## config.mk

```make
export PLATFORM = sky130hd
export DESIGN_NAME = matmul_ctrl
export DESIGN_NICKNAME = d
export VERILOG_FILES = /design/src/rtl/matmul_ctrl.sv
export SDC_FILE = /design/constraint.sdc
export NUM_CORES = 1
export LEC_CHECK = 0
export CORE_ASPECT_RATIO = 0.75
export CORE_MARGIN = 2
export CORE_UTILIZATION = 34
export CTS_BUF_LIST = sky130_fd_sc_hd__clkbuf_8 sky130_fd_sc_hd__clkbuf_16
export DETAILED_ROUTE_END_ITERATION = 12
export PLACE_DENSITY_LB_ADDON = 0.05
export SLEW_MARGIN = 30
export SYNTH_ARGS = -nofsm -noshare
export SYNTH_HDL_FRONTEND = slang
export SYNTH_SLANG_ARGS = --single-unit
```

## constraint.sdc

```tcl
create_clock -name clock -period 31.7 [get_ports clock]
set_input_delay 3.17 -clock clock [delete_from_list [all_inputs] [get_ports clock]]
set_output_delay 3.17 -clock clock [all_outputs]
set_load 0.03 [all_outputs]
```

## src/rtl/matmul_ctrl.sv

```systemverilog
// Matrix-multiply sequencer: reads P/Q/R header, A and B from data memory,
// multiply-accumulates each element of C and writes it back in place.
module matmul_ctrl #(
    parameter int DW  = 16,
    parameter int AW  = 8,
    parameter int HDR = 3
) (
    input  logic          clock,
    input  logic          reset_n,
    input  logic          start,
    output logic          busy,
    output logic          done,
    output logic          err,
    output logic [AW-1:0] mem_addr0,
    output logic          mem_we0,
    output logic [DW-1:0] mem_wdata0,
    input  logic [DW-1:0] mem_rdata0,
    output logic [AW-1:0] mem_addr1,
    output logic          mem_we1,
    input  logic [DW-1:0] mem_rdata1
);

    typedef enum logic [2:0] {
        IDLE, HDR0, HDR1, CHK, MAC, LAST, WR, FIN
    } state_t;

    state_t        state;
    logic [AW-1:0] p, q, r, i, j, k, bb, bc;
    logic [DW-1:0] acc, prod;
    logic [AW-1:0] r_in, k1, ni, nj;
    logic [AW-1:0] mac_a, mac_b, row_a, row_b, wr_c;
    logic [16:0]   bb_c, bc_c;
    logic [17:0]   end_c;
    logic          bad, last_k, last_j, last_el;

    // Header and bounds math; the end check gets an extra bit so that
    // huge headers cannot wrap back into the legal range.
    assign r_in  = mem_rdata0[AW-1:0];
    assign bb_c  = 17'(HDR) + 17'(p) * 17'(q);
    assign bc_c  = bb_c + 17'(q) * 17'(r_in);
    assign end_c = 18'(bc_c) + 18'(p) * 18'(r_in);
    assign bad   = (p == '0) || (q == '0) || (r_in == '0)
                || (end_c > 18'd256);

    assign prod    = DW'(mem_rdata0 * mem_rdata1);
    assign k1      = k + AW'(1);
    assign last_k  = (k == q - AW'(1));
    assign last_j  = (j == r - AW'(1));
    assign last_el = last_j && (i == p - AW'(1));
    assign nj      = last_j ? '0 : j + AW'(1);
    assign ni      = last_j ? i + AW'(1) : i;

    // All addresses are in range once the bounds check passed.
    assign mac_a = AW'(HDR) + i * q + k1;
    assign mac_b = bb + k1 * r + j;
    assign row_a = AW'(HDR) + ni * q;
    assign row_b = bb + nj;
    assign wr_c  = bc + i * r + j;

    assign mem_we1 = 1'b0;

    always_ff @(posedge clock) begin
        if (!reset_n) begin
            state      <= IDLE;
            busy       <= 1'b0;
            done       <= 1'b0;
            err        <= 1'b0;
            mem_addr0  <= '0;
            mem_addr1  <= '0;
            mem_we0    <= 1'b0;
            mem_wdata0 <= '0;
            p          <= '0;
            q          <= '0;
            r          <= '0;
            i          <= '0;
            j          <= '0;
            k          <= '0;
            bb         <= '0;
            bc         <= '0;
            acc        <= '0;
        end else begin
            done    <= 1'b0;
            mem_we0 <= 1'b0;
            case (state)
                IDLE: if (start) begin
                    state     <= HDR0;
                    busy      <= 1'b1;
                    err       <= 1'b0;
                    mem_addr0 <= '0;
                    mem_addr1 <= AW'(1);
                end
                HDR0: begin
                    state     <= HDR1;
                    mem_addr0 <= AW'(2);
                end
                HDR1: begin
                    state <= CHK;
                    p     <= mem_rdata0[AW-1:0];
                    q     <= mem_rdata1[AW-1:0];
                end
                CHK: begin
                    r  <= r_in;
                    bb <= AW'(bb_c);
                    bc <= AW'(bc_c);
                    if (bad) begin
                        state <= FIN;
                        err   <= 1'b1;
                        busy  <= 1'b0;
                        done  <= 1'b1;
                    end else begin
                        state     <= MAC;
                        i         <= '0;
                        j         <= '0;
                        k         <= '0;
                        acc       <= '0;
                        mem_addr0 <= AW'(HDR);
                        mem_addr1 <= AW'(bb_c);
                    end
                end
                MAC: begin
                    if (k != '0)
                        acc <= acc + prod;
                    if (last_k) begin
                        state <= LAST;
                    end else begin
                        k         <= k1;
                        mem_addr0 <= mac_a;
                        mem_addr1 <= mac_b;
                    end
                end
                LAST: begin
                    state      <= WR;
                    mem_we0    <= 1'b1;
                    mem_addr0  <= wr_c;
                    mem_wdata0 <= acc + prod;
                end
                WR: begin
                    acc <= '0;
                    k   <= '0;
                    i   <= ni;
                    j   <= nj;
                    if (last_el) begin
                        state <= FIN;
                        busy  <= 1'b0;
                        done  <= 1'b1;
                    end else begin
                        state     <= MAC;
                        mem_addr0 <= row_a;
                        mem_addr1 <= row_b;
                    end
                end
                FIN: state <= IDLE;
                default: state <= IDLE;
            endcase
        end
    end

endmodule

```

-- After elaboration in Yosys (flattened, before gate mapping)
Cells that the tools add are included.
- $add $sub $neg: 18
- multiply operators: 8
- order comparisons: 1
- equality and inequality tests: 18
- multiplexer cells: 36
- reduce and logical (&&, ||, !) cells: 23
- operator list (kind ; number):
    2-to-1 mux 8 bit ; 12
    adder 8 bit ; 6
    multiplier 8 x 8 -> 16 bit ; 3
    case mux 16 bit (3 select lines) ; 1
    case mux 8 bit (6 select lines) ; 1
    multiplier 8 x 8 -> 8 bit ; 4
    2-to-1 mux 16 bit ; 2
    case mux 8 bit (2 select lines) ; 2
    case mux 8 bit (4 select lines) ; 1
    adder 8 x 1 -> 8 bit, second input constant ; 3
    equality test 8 bit ; 3
    zero test 8 bit ; 3
    case mux 3 bit (8 select lines) ; 1
    case mux 8 bit (3 select lines) ; 1
    subtractor 8 x 1 -> 8 bit, second input constant ; 3
    adder 17 x 16 -> 18 bit ; 1
    greater-than comparator 18 x 9 -> 1 bit, second input constant ; 1
    adder 17 x 16 -> 17 bit ; 1
    adder 2 x 16 -> 17 bit, first input constant ; 1
    adder 16 bit ; 1
    adder 2 x 8 -> 8 bit, first input constant ; 2
    multiplier 16 x 16 -> 16 bit ; 1
    != test 2 bit, second input constant ; 8
    equality test 3 bit, second input constant ; 4
    other kinds (19) ; 38
- register bits after elaboration: 119
- output and inout port bits: 37
- word-level logic and storage cells: 121

-- Logic depth before layout (Yosys ltp)
- word-level depth: 8
- depth in mapped cells: 50
- mapped depth without buffers: 44

-- Worst setup path after synthesis
No wires, ideal clock.
- path type: input to register
- start point: in mem_rdata0[0]
- end point: reg mem_addr1[1]
- setup time: 0.117 ns
- arrival time: 11.103 ns
- required time: 31.583 ns
- slack: 20.481 ns
- stages on the path: 32
- path buffers: 4
- cells stage by stage: clkbuf_2 > clkbuf_1 > nand2_1 > fa_1 > inv_1 > fa_1 > inv_1 > fa_1 > fa_1 > inv_1 > ha_1 > o21ai_0 > nand2_1 > xnor2_1 > fa_1 > fa_1 > inv_1 > fa_1 > inv_1 > fa_1 > inv_1 > ha_1 > or3_1 > a211o_1 > a21oi_1 > nand4_1 > or4_1 > buf_2 > a21bo_2 > and2_0 > clkbuf_1 > a22o_1
- longest elaborated chain between the ends: 7
- elaborated cells on any way between the ends: 10
- ends and longest elaborated chain (item ; line ; text):
    start: declaration ; 17 ; input logic [DW-1:0] mem_rdata0,
    multiplier 8 x 8 -> 16 bit ; 40 ; assign bc_c = bb_c + 17'(q) * 17'(r_in);
    adder 17 x 16 -> 17 bit ; 40 ;
    adder 17 x 16 -> 18 bit ; 41 ; assign end_c = 18'(bc_c) + 18'(p) * 18'(r_in);
    greater-than comparator 18 x 9 -> 1 bit ; 43 ; || (end_c > 18'd256);
    logical OR 1 bit (*) ; 43 ;
    != test 2 bit (no line) (*) ; n/a ;
    AND reduction 5 bit (no line) (*) ; n/a ;
    end signal: assignment ; 117 ; mem_addr1 <= AW'(bb_c);
    end signal: assignment ; 128 ; mem_addr1 <= mac_b;
    end signal: assignment ; 149 ; mem_addr1 <= row_b;
    end: declaration ; 18 ; output logic [AW-1:0] mem_addr1,
Mark *: on every way between the ends. The rest lies on a longest branch, timed or not.
A chain may end at the register's enable or synchronous reset.

-- Final worst setup path
- start point: reg q[2]
- end point: reg mem_addr1[7]
- longest elaborated chain between the ends: 8
- elaborated cells on any way between the ends: 17
- ends and longest elaborated chain (item ; line ; text):
    start: declaration ; 28 ; logic [AW-1:0] p, q, r, i, j, k, bb, bc;
    start signal: assignment ; 99 ; q <= mem_rdata1[AW-1:0];
    multiplier 8 x 8 -> 16 bit ; 39 ; assign bb_c = 17'(HDR) + 17'(p) * 17'(q);
    adder 2 x 16 -> 17 bit ; 39 ;
    adder 17 x 16 -> 17 bit ; 40 ;
    adder 17 x 16 -> 18 bit ; 41 ;
    greater-than comparator 18 x 9 -> 1 bit ; 43 ;
    logical OR 1 bit ; 43 ;
    != test 2 bit (no line) ; n/a ;
    AND reduction 5 bit (no line) ; n/a ;
Several ways; a longest one is shown, not always the timed one. The select of a mux whose other input is x is not followed.

==> impl_summary.log <==
INFO  metric synth_adder_area_share = 0.4264
INFO  metric worstHoldPathType = reg2reg
INFO  metric synth.ff_latch_count = ~120
INFO  metric clock-skew-final = 0.01369 ns
INFO  metric critical_path.startpoint_type = flop
INFO  metric syn-num-nets = 3,307
INFO  metric holdCritStartpoint = mem_wdata0[11]
INFO  metric timing.critical_path.fanout_max = 35
INFO  metric initial_standard_cell_utilization_of_the_core = 0.3433
INFO  metric num-nets-final = 3,302
INFO  metric time_the_worst_path_needs_with_i_o_delays_and_setup = approximately 12 ns
INFO  metric cts_num_sinks = between 100 and 150
INFO  metric viasPerCell = just under 5
INFO  metric grtUsageTotal = 0.2058
INFO  metric ir_worst_vdd = 0.09720 mV
INFO  metric register_area = 2382 um2
INFO  metric min_delay_path_depth = 2
INFO  metric powerDensity = around 41 nW/um2
INFO  metric tritoncts = yes
INFO  metric leakagePower = ~12 nW
INFO  metric chipWidth = approximately 300 um
INFO  metric synth.yosys.seq_area_share = 0.1067
INFO  metric dp_hpwl = 51,940 um
INFO  metric ctsRootBufferMaster = clkbuf_16
INFO  metric wl_per_cell = between 15 and 20 um
INFO  metric synth_compound_area_frac = 0.08924
INFO  metric cts_resized = 0
INFO  metric syn-cell-area = between 20,000 and 25,000 um2
INFO  metric synth-edff-count = 0
INFO  metric async_reset_ff_frac = 0
INFO  metric clk-insertion-delay-late = 0.45 ns
INFO  metric via_count = between 15,000 and 20,000
INFO  metric worstSetupPathDepth = between 40 and 50
INFO  metric drv_cap = 0
INFO  metric cp-end-kind = flop
INFO  metric timing.final.crit_share = 0.3932
INFO  metric synthSimpleGateAreaFrac = 0.1793
INFO  metric layout-drive-gt1-share = 0.03732
INFO  metric drv_slew = 0
INFO  metric firstDrtPassIters = 5
INFO  metric overflow = 0
INFO  metric design.core.area = ~65,000 um2
INFO  metric postLayoutCellArea = about 25,000 um2
INFO  metric dr.first_iter.drc_count = 857
INFO  metric detail-route-antenna-nets = 0
INFO  metric syn_avg_cell_area = ~8.3 um2
INFO  metric multi_input_area = roughly 18,000 um2
INFO  metric setup_repair_after_global_routing_missed_its_margin = false
INFO  metric floorplan.io_pins = 72
INFO  metric regToRegEndpoint = mem_addr1[7]
INFO  metric worst_slew_margin_rel = 0.3105
INFO  metric synth.area.mux_share = 0.005490
INFO  metric hold_buf_count_cts = 0
INFO  metric ys_dominant_reg_cell = dfxtp_1
INFO  metric critical-path-top-cell-by-count = fa_1
INFO  metric dieArea = around 68,000 um2
INFO  metric cts.clk_slew.worst_paths = approximately 0.070 ns
INFO  metric area_delta_synth_final = 9.904%
INFO  metric cts.htree.levels = 4
INFO  metric worst-slew-pin-transition = between 1 and 1.5 ns
INFO  metric placement.cell_area = around 24,000 um2
INFO  metric r2r_setup_slack = a little under 20 ns
INFO  metric aggregate_routed_wire_length = 67,170 um
INFO  metric antenna_violations_before_repair = 0
INFO  metric synth.distinct_cells = 84
INFO  metric rows = 81
INFO  metric grt_pass1_vias = around 18,000
INFO  metric ctsLongestPathBuffers = 2
INFO  metric timing.rr.start = q[2]
INFO  metric hold_viol = 0
INFO  metric required = between 30 and 40 ns
INFO  metric post-route-drc-count = 0
INFO  metric io_buffer_count = 70
INFO  metric setup_tns_final = 0 ns
INFO  metric hold_end = mem_wdata0[11]
INFO  metric worst-path-buf-inv = 10
INFO  metric num-fill-cells = around 6,800
INFO  metric timing.critical_path.slowest_cell_delay = between 0.8 and 0.9 ns
INFO  metric timing.critical_path.max_delay_family = adder cells
INFO  metric cpMaxStageDelayCell = or4_1
INFO  metric setup_viol = 0
INFO  metric outcome = completed
INFO  metric grt_pass1_wl = about 110,000 um
INFO  metric synth_warnings = 0
INFO  metric globalplace.congestion = around 0.84
INFO  metric critical_path_class = reg2reg
INFO  metric die_boundary_height = 226.0 um
INFO  metric fmax = about 0.08 GHz
INFO  metric post-cts-setup-buffers = 0
INFO  metric grt_max_degree = between 40 and 50
INFO  metric critPathArrivalTime = approximately 13 ns
INFO  metric main_combinational_cell_family_by_area_after_synthesis = adder cells
INFO  metric cts_inserted_buffers = 17
INFO  metric synthesis.instances = approximately 2,700
INFO  metric synthXorXnorAreaFrac = 0.08336
INFO  metric worstRegToRegCells = 42
## cell type report
class | instances | area share
Multi-Input combinational cell | 1937 | 0.7143
Clock inverter | 15 | 0.007340
Inverter | 504 | 0.07707
Sequential cell | 119 | 0.09705
Tap cell | 871 | 0.04440
Clock buffer | 17 | 0.01733
Timing Repair Buffer | 114 | 0.04231
Antenna cell | 2 | 0.0002039
## worst reg2reg max path: cells and delay by family (launching register included)
family / cells / cell delay, ns
buf+inv: 10 / 0.88
compound gates: 8 / 1.82
fa+ha+maj: 14 / 6.21
xor+xnor: 2 / 0.86
flops: 1 / 0.31
simple gates: 8 / 2.30
## worst max path at each step
stage	slack [ns]	end	from
3_3_place_gp	19.26	k[0]	mem_rdata0[0]
2_1_floorplan	20.48	mem_addr1[1]	mem_rdata0[0]
6_report	19.24	mem_addr1[7]	q[2]
5_1_grt	18.59	mem_addr1[7]	q[2]
3_5_place_dp	19.17	mem_addr1[2]	mem_rdata0[0]
4_1_cts	19.32	mem_addr1[2]	q[2]
## cell families after synthesis
family | after synthesis
mux | 12
flops | 119
fa+ha+maj | 577
compound gates | 312
buf+inv | 642
simple gates | 828
xor+xnor | 207
other cells | 1
## registers in the layout (all words and copies together) (netlist names)
signal      flops
err             1
r               8
mem_we0         1
acc            16
state           3
j               8
q               8
bb              8
k               8
i               8
mem_addr0       8
p               8
mem_addr1       8
done            1
busy            1
bc              8
mem_wdata0     16
## cell usage after synthesis, drive strengths merged (7+ instances only)
library cell | instances | area (um2)
a21o | 27 | 202.7
a21oi | 123 | 615.6
a22o | 26 | 227.7
a31oi | 11 | 68.82
and2 | 203 | 1270
and3 | 14 | 87.58
buf | 22 | 112.6
clkbuf | 116 | 437.9
dfxtp | 119 | 2382
fa | 308 | 6166
ha | 266 | 3328
inv | 503 | 1888
mux2i | 10 | 100.1
nand2 | 363 | 1363
nand2b | 13 | 81.33
nand3 | 21 | 105.1
nor2 | 121 | 464.2
nor2b | 30 | 190.2
nor3 | 22 | 121.4
nor4 | 8 | 62.56
o21ai | 53 | 269.0
o21bai | 16 | 120.1
or3 | 7 | 43.79
xnor2 | 158 | 1391
xor2 | 46 | 402.9
## stage by stage
step / hold slack, ns / util / instances / setup WS (ns) / power (W)
2_1_floorplan: 0.4349 / - / 2698 / 20.48 / 0.0006340
3_3_place_gp: 0.4443 / 0.3674 / 3544 / 19.26 / 0.0008101
3_5_place_dp: 0.4491 / 0.3677 / 3545 / 19.17 / 0.0008086
4_1_cts: 0.4580 / 0.3770 / 3577 / 19.32 / 0.001024
5_1_grt: 0.4671 / 0.3772 / 3577 / 18.59 / 0.001113
6_report: 0.4566 / 0.3773 / 3579 / 19.24 / 0.001011
## cells in the final DEF (no fill, tap or decap), types with 17 or more instances in the layout
master	n
inv_1	502
nand3_1	21
nor2b_1	29
clkdlybuf4s50_1	70
nor2_1	119
a21o_1	27
ha_1	266
o21ai_0	51
clkbuf_16	17
nand2_1	363
buf_4	43
nor3_1	21
a22o_1	26
xnor2_1	155
dfxtp_1	119
xor2_1	46
fa_1	308
and2_1	202
a21oi_1	123
## per-layer routing
layer / up-vias / share of wire / routed length [um] / global-route usage
met5: - / 0 / 0 / 0
met1: 8551 / 0.53 / 35600 / 0.3156
li1: 8332 / - / - / -
met2: 294 / 0.42 / 28120 / 0.3092
met3: 31 / 0.041 / 2783 / 0.02771
met4: 0 / 0.0099 / 666 / 0.03258
## power by group
group | switching [W] | internal, W | leakage [nW]
Combinational | 0.000379 | 0.000256 | 10.5
Sequential | 0.0000109 | 0.000157 | 0.963
Clock | 0.0000896 | 0.000119 | 0.296
Total | 0.000479 | 0.000532 | 11.7
(Power assumes the default switching activity.)
